===== config.mk =====
export PLATFORM = sky130hd
export DESIGN_NAME = pipeline_flow_controller
export DESIGN_NICKNAME = d
export VERILOG_FILES = /design/src/rtl/pipeline_flow_controller_pkg.sv /design/src/rtl/pipeline_flow_controller_stall_watchdog.sv /design/src/rtl/pipeline_flow_controller.sv
export SDC_FILE = /design/constraint.sdc
export NUM_CORES = 1
export LEC_CHECK = 0
export CAP_MARGIN = 20
export CORE_ASPECT_RATIO = 0.8
export CORE_MARGIN = 4
export CORE_UTILIZATION = 35
export DETAILED_ROUTE_END_ITERATION = 8
export SLEW_MARGIN = 10
export SYNTH_ARGS = -nofsm -noshare
export SYNTH_HDL_FRONTEND = slang
export SYNTH_SLANG_ARGS = --single-unit

===== constraint.sdc =====
create_clock -name Clk -period 2.1 [get_ports Clk]
set_clock_uncertainty 0.1 [all_clocks]
set_input_delay 0.63 -clock Clk [delete_from_list [all_inputs] [get_ports Clk]]
set_output_delay 0.63 -clock Clk [all_outputs]
set_load 0.005 [all_outputs]

===== src/rtl/pipeline_flow_controller_pkg.sv =====
// -----------------------------------------------------------------------------
// pipeline_flow_controller_pkg
// Shared definitions for the front-end flow controller: sequencer state
// encoding, default watchdog / drain parameters and the NOP encoding that the
// IF/ID register loads when it is flushed.
// -----------------------------------------------------------------------------
package pipeline_flow_controller_pkg;

   // Sequencer states: normal flow, emptying the back end, quiescent.
   typedef enum logic [1:0] {
      ST_RUN   = 2'd0,
      ST_DRAIN = 2'd1,
      ST_HALT  = 2'd2
   } flow_state_e;

   localparam int DEF_STALL_LIMIT  = 15;
   localparam int DEF_DRAIN_CYCLES = 4;

   // Encoding that IF/ID holds after a flush (addi x0, x0, 0). Kept here so
   // the pipeline-register owners reference one definition.
   localparam logic [31:0] NOP_INSN = 32'h0000_0013;

endpackage : pipeline_flow_controller_pkg


===== src/rtl/pipeline_flow_controller_stall_watchdog.sv =====
// -----------------------------------------------------------------------------
// stall_watchdog
// Counts consecutive cycles in which a decode stall is actually applied and
// raises a sticky flag once the run length reaches STALL_LIMIT. Any cycle
// without an applied stall restarts the count. The flag clears only on Rst.
//
// Ports:
//   Clk           in  pipeline clock, rising edge
//   Rst           in  asynchronous active-high reset
//   stall_applied in  decode-stall case taken this cycle
//   stall_timeout out sticky watchdog flag
// -----------------------------------------------------------------------------
module stall_watchdog #(
   parameter int STALL_LIMIT = 15
) (
   input  logic Clk,
   input  logic Rst,
   input  logic stall_applied,
   output logic stall_timeout
);

   localparam int            CW    = $clog2(STALL_LIMIT + 1);
   localparam logic [CW-1:0] LIMIT = CW'(STALL_LIMIT);

   logic [CW-1:0] count_q;
   logic [CW-1:0] count_d;
   logic          timeout_q;
   logic          timeout_d;

   // Next run length (saturating at the limit) and sticky flag update.
   always_comb begin
      count_d   = count_q;
      timeout_d = timeout_q;
      if (stall_applied) begin
         if (count_q != LIMIT) begin
            count_d = count_q + CW'(1);
         end else begin
            count_d = count_q;
         end
      end else begin
         count_d = '0;
      end
      // count_d can only equal LIMIT (>=1) on an applied-stall cycle.
      if (count_d == LIMIT) begin
         timeout_d = 1'b1;
      end else begin
         timeout_d = timeout_q;
      end
   end

   // Counter and flag registers.
   always_ff @(posedge Clk or posedge Rst) begin
      if (Rst) begin
         count_q   <= '0;
         timeout_q <= 1'b0;
      end else begin
         count_q   <= count_d;
         timeout_q <= timeout_d;
      end
   end

   assign stall_timeout = timeout_q;

endmodule : stall_watchdog


===== src/rtl/pipeline_flow_controller.sv =====
// -----------------------------------------------------------------------------
// pipeline_flow_controller
// Front-end sequencer between decode and the PC, IF/ID and ID/EX registers.
// Turns EX busy, decode hazard and branch outcome into write enables, flush
// and bubble controls (same-cycle, combinational), runs a halt/drain sequence
// to quiesce the core, and hosts the stall watchdog.
//
// Ports:
//   Clk, Rst       clock (rising edge), asynchronous active-high reset
//   ID_stall       load-use/operand hazard from decode
//   ID_PCSrc       branch/jump taken in decode
//   EX_busy        multi-cycle EX unit not ready, freeze front end
//   halt_req       level request to quiesce the core
//   PC_Write       PC load enable
//   IF_ID_Write    IF/ID load enable
//   IF_ID_Flush    load NOP into IF/ID (meaningful with IF_ID_Write=1)
//   ID_EX_Write    ID/EX load enable
//   ID_EX_Bubble   zero control fields entering ID/EX
//   halted         core quiescent
//   stall_timeout  sticky watchdog flag
//
// Optional build macro FLOW_PERF_COUNTERS_EN adds:
//   stall_cycles[31:0]  cycles with a decode stall applied
//   flush_count[31:0]   branch-caused IF/ID flushes
// -----------------------------------------------------------------------------
module pipeline_flow_controller
   import pipeline_flow_controller_pkg::*;
#(
   parameter int STALL_LIMIT  = DEF_STALL_LIMIT,
   parameter int DRAIN_CYCLES = DEF_DRAIN_CYCLES,
   parameter bit DELAY_SLOT   = 1'b0
) (
   input  logic        Clk,
   input  logic        Rst,
   input  logic        ID_stall,
   input  logic        ID_PCSrc,
   input  logic        EX_busy,
   input  logic        halt_req,
   output logic        PC_Write,
   output logic        IF_ID_Write,
   output logic        IF_ID_Flush,
   output logic        ID_EX_Write,
   output logic        ID_EX_Bubble,
   output logic        halted,
   output logic        stall_timeout
`ifdef FLOW_PERF_COUNTERS_EN
   ,
   output logic [31:0] stall_cycles,
   output logic [31:0] flush_count
`endif
);

   localparam int DC_W = $clog2(DRAIN_CYCLES + 1);

   flow_state_e   state_q;
   flow_state_e   state_d;
   logic [DC_W-1:0] drain_cnt_q;
   logic [DC_W-1:0] drain_cnt_d;

   logic pc_write_s;
   logic if_id_write_s;
   logic if_id_flush_s;
   logic id_ex_write_s;
   logic id_ex_bubble_s;
   logic halted_s;
   logic stall_applied_s;
   logic branch_flush_s;

   // Next-state and control decode; RUN evaluates busy > stall > branch > normal.
   always_comb begin
      state_d         = state_q;
      drain_cnt_d     = drain_cnt_q;
      pc_write_s      = 1'b0;
      if_id_write_s   = 1'b0;
      if_id_flush_s   = 1'b0;
      id_ex_write_s   = 1'b0;
      id_ex_bubble_s  = 1'b0;
      halted_s        = 1'b0;
      stall_applied_s = 1'b0;
      branch_flush_s  = 1'b0;
      case (state_q)
         ST_RUN: begin
            if (EX_busy) begin
               // Whole front end holds; defaults already say so.
               pc_write_s = 1'b0;
            end else if (ID_stall) begin
               // Operands invalid, so a concurrent branch outcome is ignored.
               id_ex_write_s   = 1'b1;
               id_ex_bubble_s  = 1'b1;
               stall_applied_s = 1'b1;
            end else if (ID_PCSrc) begin
               pc_write_s     = 1'b1;
               if_id_write_s  = 1'b1;
               id_ex_write_s  = 1'b1;
               if_id_flush_s  = ~DELAY_SLOT;
               branch_flush_s = ~DELAY_SLOT;
            end else if (halt_req) begin
               // ID instruction advances, fetched one is dropped and the PC
               // keeps pointing at it so RUN resumes there.
               if_id_write_s = 1'b1;
               if_id_flush_s = 1'b1;
               id_ex_write_s = 1'b1;
               state_d       = ST_DRAIN;
               drain_cnt_d   = DC_W'(DRAIN_CYCLES);
            end else begin
               pc_write_s    = 1'b1;
               if_id_write_s = 1'b1;
               id_ex_write_s = 1'b1;
            end
         end
         ST_DRAIN: begin
            if (EX_busy) begin
               drain_cnt_d = drain_cnt_q;
            end else begin
               id_ex_write_s  = 1'b1;
               id_ex_bubble_s = 1'b1;
               if (drain_cnt_q <= DC_W'(1)) begin
                  state_d     = ST_HALT;
                  drain_cnt_d = '0;
               end else begin
                  drain_cnt_d = drain_cnt_q - DC_W'(1);
               end
            end
         end
         ST_HALT: begin
            halted_s = 1'b1;
            if (!halt_req) begin
               state_d = ST_RUN;
            end else begin
               state_d = ST_HALT;
            end
         end
         default: begin
            state_d     = ST_RUN;
            drain_cnt_d = '0;
         end
      endcase
   end

   // Sequencer state and drain counter.
   always_ff @(posedge Clk or posedge Rst) begin
      if (Rst) begin
         state_q     <= ST_RUN;
         drain_cnt_q <= '0;
      end else begin
         state_q     <= state_d;
         drain_cnt_q <= drain_cnt_d;
      end
   end

   // Outputs are forced low for as long as Rst is asserted.
   assign PC_Write     = pc_write_s     & ~Rst;
   assign IF_ID_Write  = if_id_write_s  & ~Rst;
   assign IF_ID_Flush  = if_id_flush_s  & ~Rst;
   assign ID_EX_Write  = id_ex_write_s  & ~Rst;
   assign ID_EX_Bubble = id_ex_bubble_s & ~Rst;
   assign halted       = halted_s       & ~Rst;

   stall_watchdog #(
      .STALL_LIMIT (STALL_LIMIT)
   ) u_stall_watchdog (
      .Clk           (Clk),
      .Rst           (Rst),
      .stall_applied (stall_applied_s),
      .stall_timeout (stall_timeout)
   );

`ifdef FLOW_PERF_COUNTERS_EN
   logic [31:0] stall_cycles_q;
   logic [31:0] stall_cycles_d;
   logic [31:0] flush_count_q;
   logic [31:0] flush_count_d;

   // Free-running event counters, wrapping modulo 2^32.
   always_comb begin
      stall_cycles_d = stall_cycles_q;
      flush_count_d  = flush_count_q;
      if (stall_applied_s) begin
         stall_cycles_d = stall_cycles_q + 32'd1;
      end else begin
         stall_cycles_d = stall_cycles_q;
      end
      if (branch_flush_s) begin
         flush_count_d = flush_count_q + 32'd1;
      end else begin
         flush_count_d = flush_count_q;
      end
   end

   // Event counter registers.
   always_ff @(posedge Clk or posedge Rst) begin
      if (Rst) begin
         stall_cycles_q <= 32'd0;
         flush_count_q  <= 32'd0;
      end else begin
         stall_cycles_q <= stall_cycles_d;
         flush_count_q  <= flush_count_d;
      end
   end

   assign stall_cycles = stall_cycles_q;
   assign flush_count  = flush_count_q;
`else
   logic perf_unused_s;
   assign perf_unused_s = branch_flush_s;
`endif

endmodule : pipeline_flow_controller

# Yosys cells after proc, flatten, opt, wreduce, memory -nomap -nowiden
# Index checks and enable logic that the tools add are counted.
# W data, S select, Z words.
dict set report word_totals {
  register_bits 10
  in_bits 6
  output_inout_bits 7
}
dict set report classes {
  n_addsub 2
  magnitude_cmp 1
  eq_ne 10
  n_mux 37
  n_bitwise 8
  reduce_logical 4
}
# op count
set op_table {}
lappend op_table {{$mux W1} 19}
lappend op_table {{$mux W3} 6}
lappend op_table {{$mux W2} 7}
lappend op_table {{$ne A2 B2 Y1 const B} 6}
lappend op_table {{$reduce_and A6 Y1} 2}
lappend op_table {{$pmux W3 S3} 1}
lappend op_table {{$mux W4} 2}
lappend op_table {{$and A1 B1 Y1} 6}
lappend op_table {{$pmux W2 S3} 1}
lappend op_table {{$add A4 B1 Y4 const B} 1}
lappend op_table {{$eq A4 B4 Y1 const B} 1}
lappend op_table {{$ne A4 B4 Y1 const B} 1}
lappend op_table {{$le A3 B1 Y1 const B} 1}
lappend op_table {{$sub A3 B1 Y3 const B} 1}
lappend op_table {{$eq A2 B1 Y1 const B} 1}
lappend op_table {{$eq A2 B2 Y1 const B} 1}
lappend op_table {{$logic_not A2 Y1} 1}
lappend op_table {{$not A1 Y1} 2}
lappend op_table {{$pmux W1 S2} 1}
lappend op_table {{$reduce_or A2 Y1} 1}

# Longest topological paths before layout
dict set report logic_depth {
  ltp_word 6
  mapped_depth 5
  mapped_depth_nobuf 5
}

# Hierarchy
# A second synthesis with hierarchy kept.
dict set report hier_totals {
  cells_unflattened 70
  area_unflattened_um2 645.6
}
# mod n_inst cells_per_inst area_per_inst_um2 seq_area_each_um2
set modules_own_cells {}
lappend modules_own_cells {pipeline_flow_controller 1 45 391.6 125.1}
lappend modules_own_cells {stall_watchdog 1 25 254.0 125.1}

# Worst setup path before layout
# OpenSTA, ideal clock, no wires.
dict set report synth_path {
  path_kind {input to output}
  start {in EX_busy}
  end {out PC_Write}
  arrival_time_ns 1.422
  t_required_ns 1.370
  path_slack_ns -0.052
  stages 3
  path_buffers 0
  path_cell_list {or4_4 nor2_2 and2_1}
}
dict set report synth_between {
  elab_chain_cells 3
}
# item line_no
set synth_lines {}
lappend synth_lines {{start: declaration} pipeline_flow_controller.sv:37} ;# input logic EX_busy,
lappend synth_lines {{$mux W1} pipeline_flow_controller.sv:83} ;# if (EX_busy) begin
lappend synth_lines {{$mux W1} pipeline_flow_controller.sv:81} ;# case (state_q)
lappend synth_lines {{$and A1 B1 Y1} pipeline_flow_controller.sv:152} ;# assign PC_Write = pc_write_s & ~Rst;
lappend synth_lines {{end: declaration} pipeline_flow_controller.sv:39} ;# output logic PC_Write,
# No other way between the ends.

# Final worst setup path
dict set report layout_path {
  start {in ID_stall}
  end {out IF_ID_Flush}
}
dict set report layout_between {
  elab_chain_cells 4
}
# item line_no
set layout_lines {}
lappend layout_lines {{start: declaration} pipeline_flow_controller.sv:35} ;# input logic ID_stall,
lappend layout_lines {{$mux W1} pipeline_flow_controller.sv:86} ;# end else if (ID_stall) begin
lappend layout_lines {{$mux W1} pipeline_flow_controller.sv:83}
lappend layout_lines {{$mux W1} pipeline_flow_controller.sv:81}
lappend layout_lines {{$and A1 B1 Y1} pipeline_flow_controller.sv:154} ;# assign IF_ID_Flush = if_id_flush_s & ~Rst;
lappend layout_lines {{end: declaration} pipeline_flow_controller.sv:41} ;# output logic IF_ID_Flush,
# No other way between the ends.

==> qor.csv <==
stage,metric,value,unit
pwr,power.share.switching,36.2,%
sta,final_hold_viol_count,0,
clocking,cts.hold.buffers_added,0,
critical_path,timing.critical_path.from_type,primary input,
synth,synth_cells,68,
layout,final_core_util,53.8,%
layout,layout.cells.most_common_list,"10 x dfrtp_1, 10 x buf_4, 8 x inv_1",
synth,synthesis.area,659,µm²
critical_path,timing.critical_path.arrival,1.65,ns
pwr,cell_internal_pwr,0.548,mW
clocking,clock_tree.htree_level_count,1,
detailed_routing,top_layer,met4,
detailed_routing,m1WireLength,663,µm
critical_path,crit_top_cell,buf_6,
detailed_routing,wl,1460,µm
floorplan,placeableCoreArea,1710,µm²
global_routing,grt_pass1_wl,2480,µm
synth,ys_dominant_reg_cell,dfrtp_1,
clocking,clock_insertion_delay_worst_skew,0.26,ns
pwr,power.sequential.fraction,34.4,%
sta,final_setup_viols,3,
detailed_routing,average_wire_per_standard_cell,12.6,µm
pwr,switching_power,0.311,mW
floorplan,die-width,56.5,µm
layout,nets,104,
critical_path,path_class,in -> out,
critical_path,critical_path.max_stage_delay,0.49,ns
floorplan,start_util,38.6,%
placement,buffer_ports.inserted,12,
synth,synth.lib_cells_used.distinct,38,
pwr,comb_power_share,45.5,%
layout,area_growth,39.5,%
sta,finalCriticalPeriod,2.38,ns
sta,drv_slew,0,
pwr,power.ir.vdd_worst,0.493,mV
sta,relSlewSlack,72.9,%
global_routing,via_count_of_the_first_global_routing_pass,587,
sta,timing.final.crit_share,114,%
clocking,cts_sinks,10,
critical_path,critPathCaptureType,output pin,
floorplan,die_height,46.8,µm
synth,asyncSetResetFlopFracSynth,100,%
pwr,power,0.860,mW
global_routing,grt_remaining_overflow,0,
detailed_routing,detail_route.vias_per_cell,5.09,
detailed_routing,drc_errors,0,
global_routing,grt_max_degree,11,
placement,dpl-instance-area,868,µm²
detailed_routing,first_pass_iters,4,
global_routing,track_usage,12.4,%
sta,fmax,419,MHz
synth,synth_seq_cells,10,
layout,antenna-diode-count,0,
critical_path,crit_path_top_delay_cell,or4_4,
pwr,p_leak,0.437,nW
floorplan,total_number_of_placement_rows,13,
placement,hpwlAfterDp,1150,µm
critical_path,worstPathMaxFanout,3,
synth,synth_edf_count,0,
clocking,tritoncts_clock_tree,built,
global_routing,initial_antenna_violation_count,0,
synth,ys_seq_area_share,38.0,%
detailed_routing,drtAntennaViolNets,0,
clocking,tritoncts_buffer_count,3,
run,cap_viol_max_count,0,
layout,final_layout_size_suffix_gt1_share,33.0,%
sta,finalWorstSetupSlack,-0.284,ns
floorplan,design.portCount,13,
placement,gp_congestion,0.770,
sta,rsz0062_at_grt,true,
layout,post-route-cell-area,920,µm²
detailed_routing,detail_route.iter0.violations,10,
detailed_routing,met3RoutedLength,25,µm
clocking,clk_pin_slew,0.07,ns
clocking,root_buffer,clkbuf_4,
clocking,ctsLongestPathBuffers,2,
sta,worstMarginPinSlew,0.406,ns
outcome,violations,setup timing,
outcome,status,finished with violations,
critical_path,cp_cell_sequence,buf_6 > or4_4 > nor2_4 > buf_6 > o21a_1 > buf_2,
critical_path,cp_bufs_invs,3,
critical_path,crit_required,1.37,ns
pwr,power_frac_clock,20.2,%
pwr,power-per-cell-area,935,nW/µm²
synth,synth.avg_cell_area,9.70,µm²
synth,syn-num-nets,77,
critical_path,path_delay_family,simple AND/OR/NAND/NOR gates,
floorplan,die_area,2650,µm²
min_path,hold_path_class,reg -> reg,
detailed_routing,vias,591,
synth,yosys_warnings,0,
detailed_routing,met2WireLength,750,µm
what timing repair did:
action	in CTS	in global routing
pin swaps	4	2
hold endpoints to repair	0	0
gates resized for setup	31	4
setup buffers	1	1
endpoints found under the setup margin	6	5
worst paths after layout:
check,depth (start not counted),endpoint,start,slack [ns]
min reg2reg,1,u_stall_watchdog.stall_timeout,u_stall_watchdog.stall_timeout,0.36
max in group asynchronous,3,u_stall_watchdog.stall_timeout,Rst,1.11
min,1,u_stall_watchdog.stall_timeout,u_stall_watchdog.stall_timeout,0.36
max reg2reg,4,u_stall_watchdog.stall_timeout,state_q[0],0.48
min in group asynchronous,3,u_stall_watchdog.count_q[2],Rst,0.51
max,6,IF_ID_Flush,ID_stall,-0.28
worst register-to-register path, stage by stage (launching register included):
cell and delay (ns):
dfrtp_1 0.39, buf_4 0.17, or4b_4 0.56, a211oi_2 0.20
a21o_1 0.14
final cells by class:
cell class	instances	area, µm²
multi-input cells	48	382
repair buffers	24	194
well taps	22	27.5
flip-flops and latches	10	250
clock buffers	4	36.3
fillers	170	788
inverters	8	30.0
metal layers:
| layer | up-vias | global-route usage (%) |
|---|---|---|
| li1 | 300 | - |
| met1 | 282 | 14.5 |
| met2 | 7 | 22.6 |
| met3 | 2 | 3.30 |
| met4 | 0 | 4.27 |
| met5 | - | 0 |
logic make-up after synthesis:
kind of cell	after synthesis	share of synthesized area (%)
XOR/XNOR	2	2.66
AO/OA/AOI/OAI	19	23.2
multiplexers	1	1.52
flip-flops	10	38.0
buffers and inverters	10	7.40
adder cells (fa/ha/maj)	3	5.69
AND/OR/NAND/NOR	23	21.6
flip-flops by register name (all words and copies together) (netlist names):
name / cells
u_stall_watchdog.count_q: 4
drain_cnt_q: 3
state_q: 2
u_stall_watchdog.stall_timeout: 1
per-stage QoR:
step / hold WS [ns] / setup slack [ns] / TNS, ns / instances
6_report: 0.365 / -0.284 / -0.675 / 116
5_1_grt: 0.390 / -0.350 / -0.856 / 116
4_1_cts: 0.371 / -0.300 / -0.756 / 115
3_5_place_dp: 0.355 / -0.980 / -5.49 / 110
3_3_place_gp: 0.345 / -0.938 / -5.12 / 110
2_1_floorplan: 0.351 / -0.0350 / -0.0635 / 68
power groups by stage:
stage                     registers (mW)  logic (mW)  clock network [mW]
after global routing               0.303       0.435               0.190
final                              0.296       0.391               0.173
after global placement             0.299       0.380                   0
after CTS                          0.296       0.389               0.182
after detailed placement           0.298       0.386                   0
after floorplan                    0.285       0.275                   0
synth_stat cells (2+ instances only):
| master | count | share of area, % |
|---|---|---|
| ha_1 | 3 | 5.7 |
| nor3_1 | 3 | 2.3 |
| nor2_1 | 4 | 2.3 |
| nand2b_1 | 2 | 1.9 |
| o21a_1 | 2 | 2.3 |
| inv_1 | 8 | 4.6 |
| nand2_1 | 3 | 1.7 |
| a21o_1 | 2 | 2.3 |
| xnor2_1 | 2 | 2.7 |
| o2bb2ai_1 | 2 | 2.7 |
| dfrtp_1 | 10 | 38 |
Power figures use the tool's default switching activity.
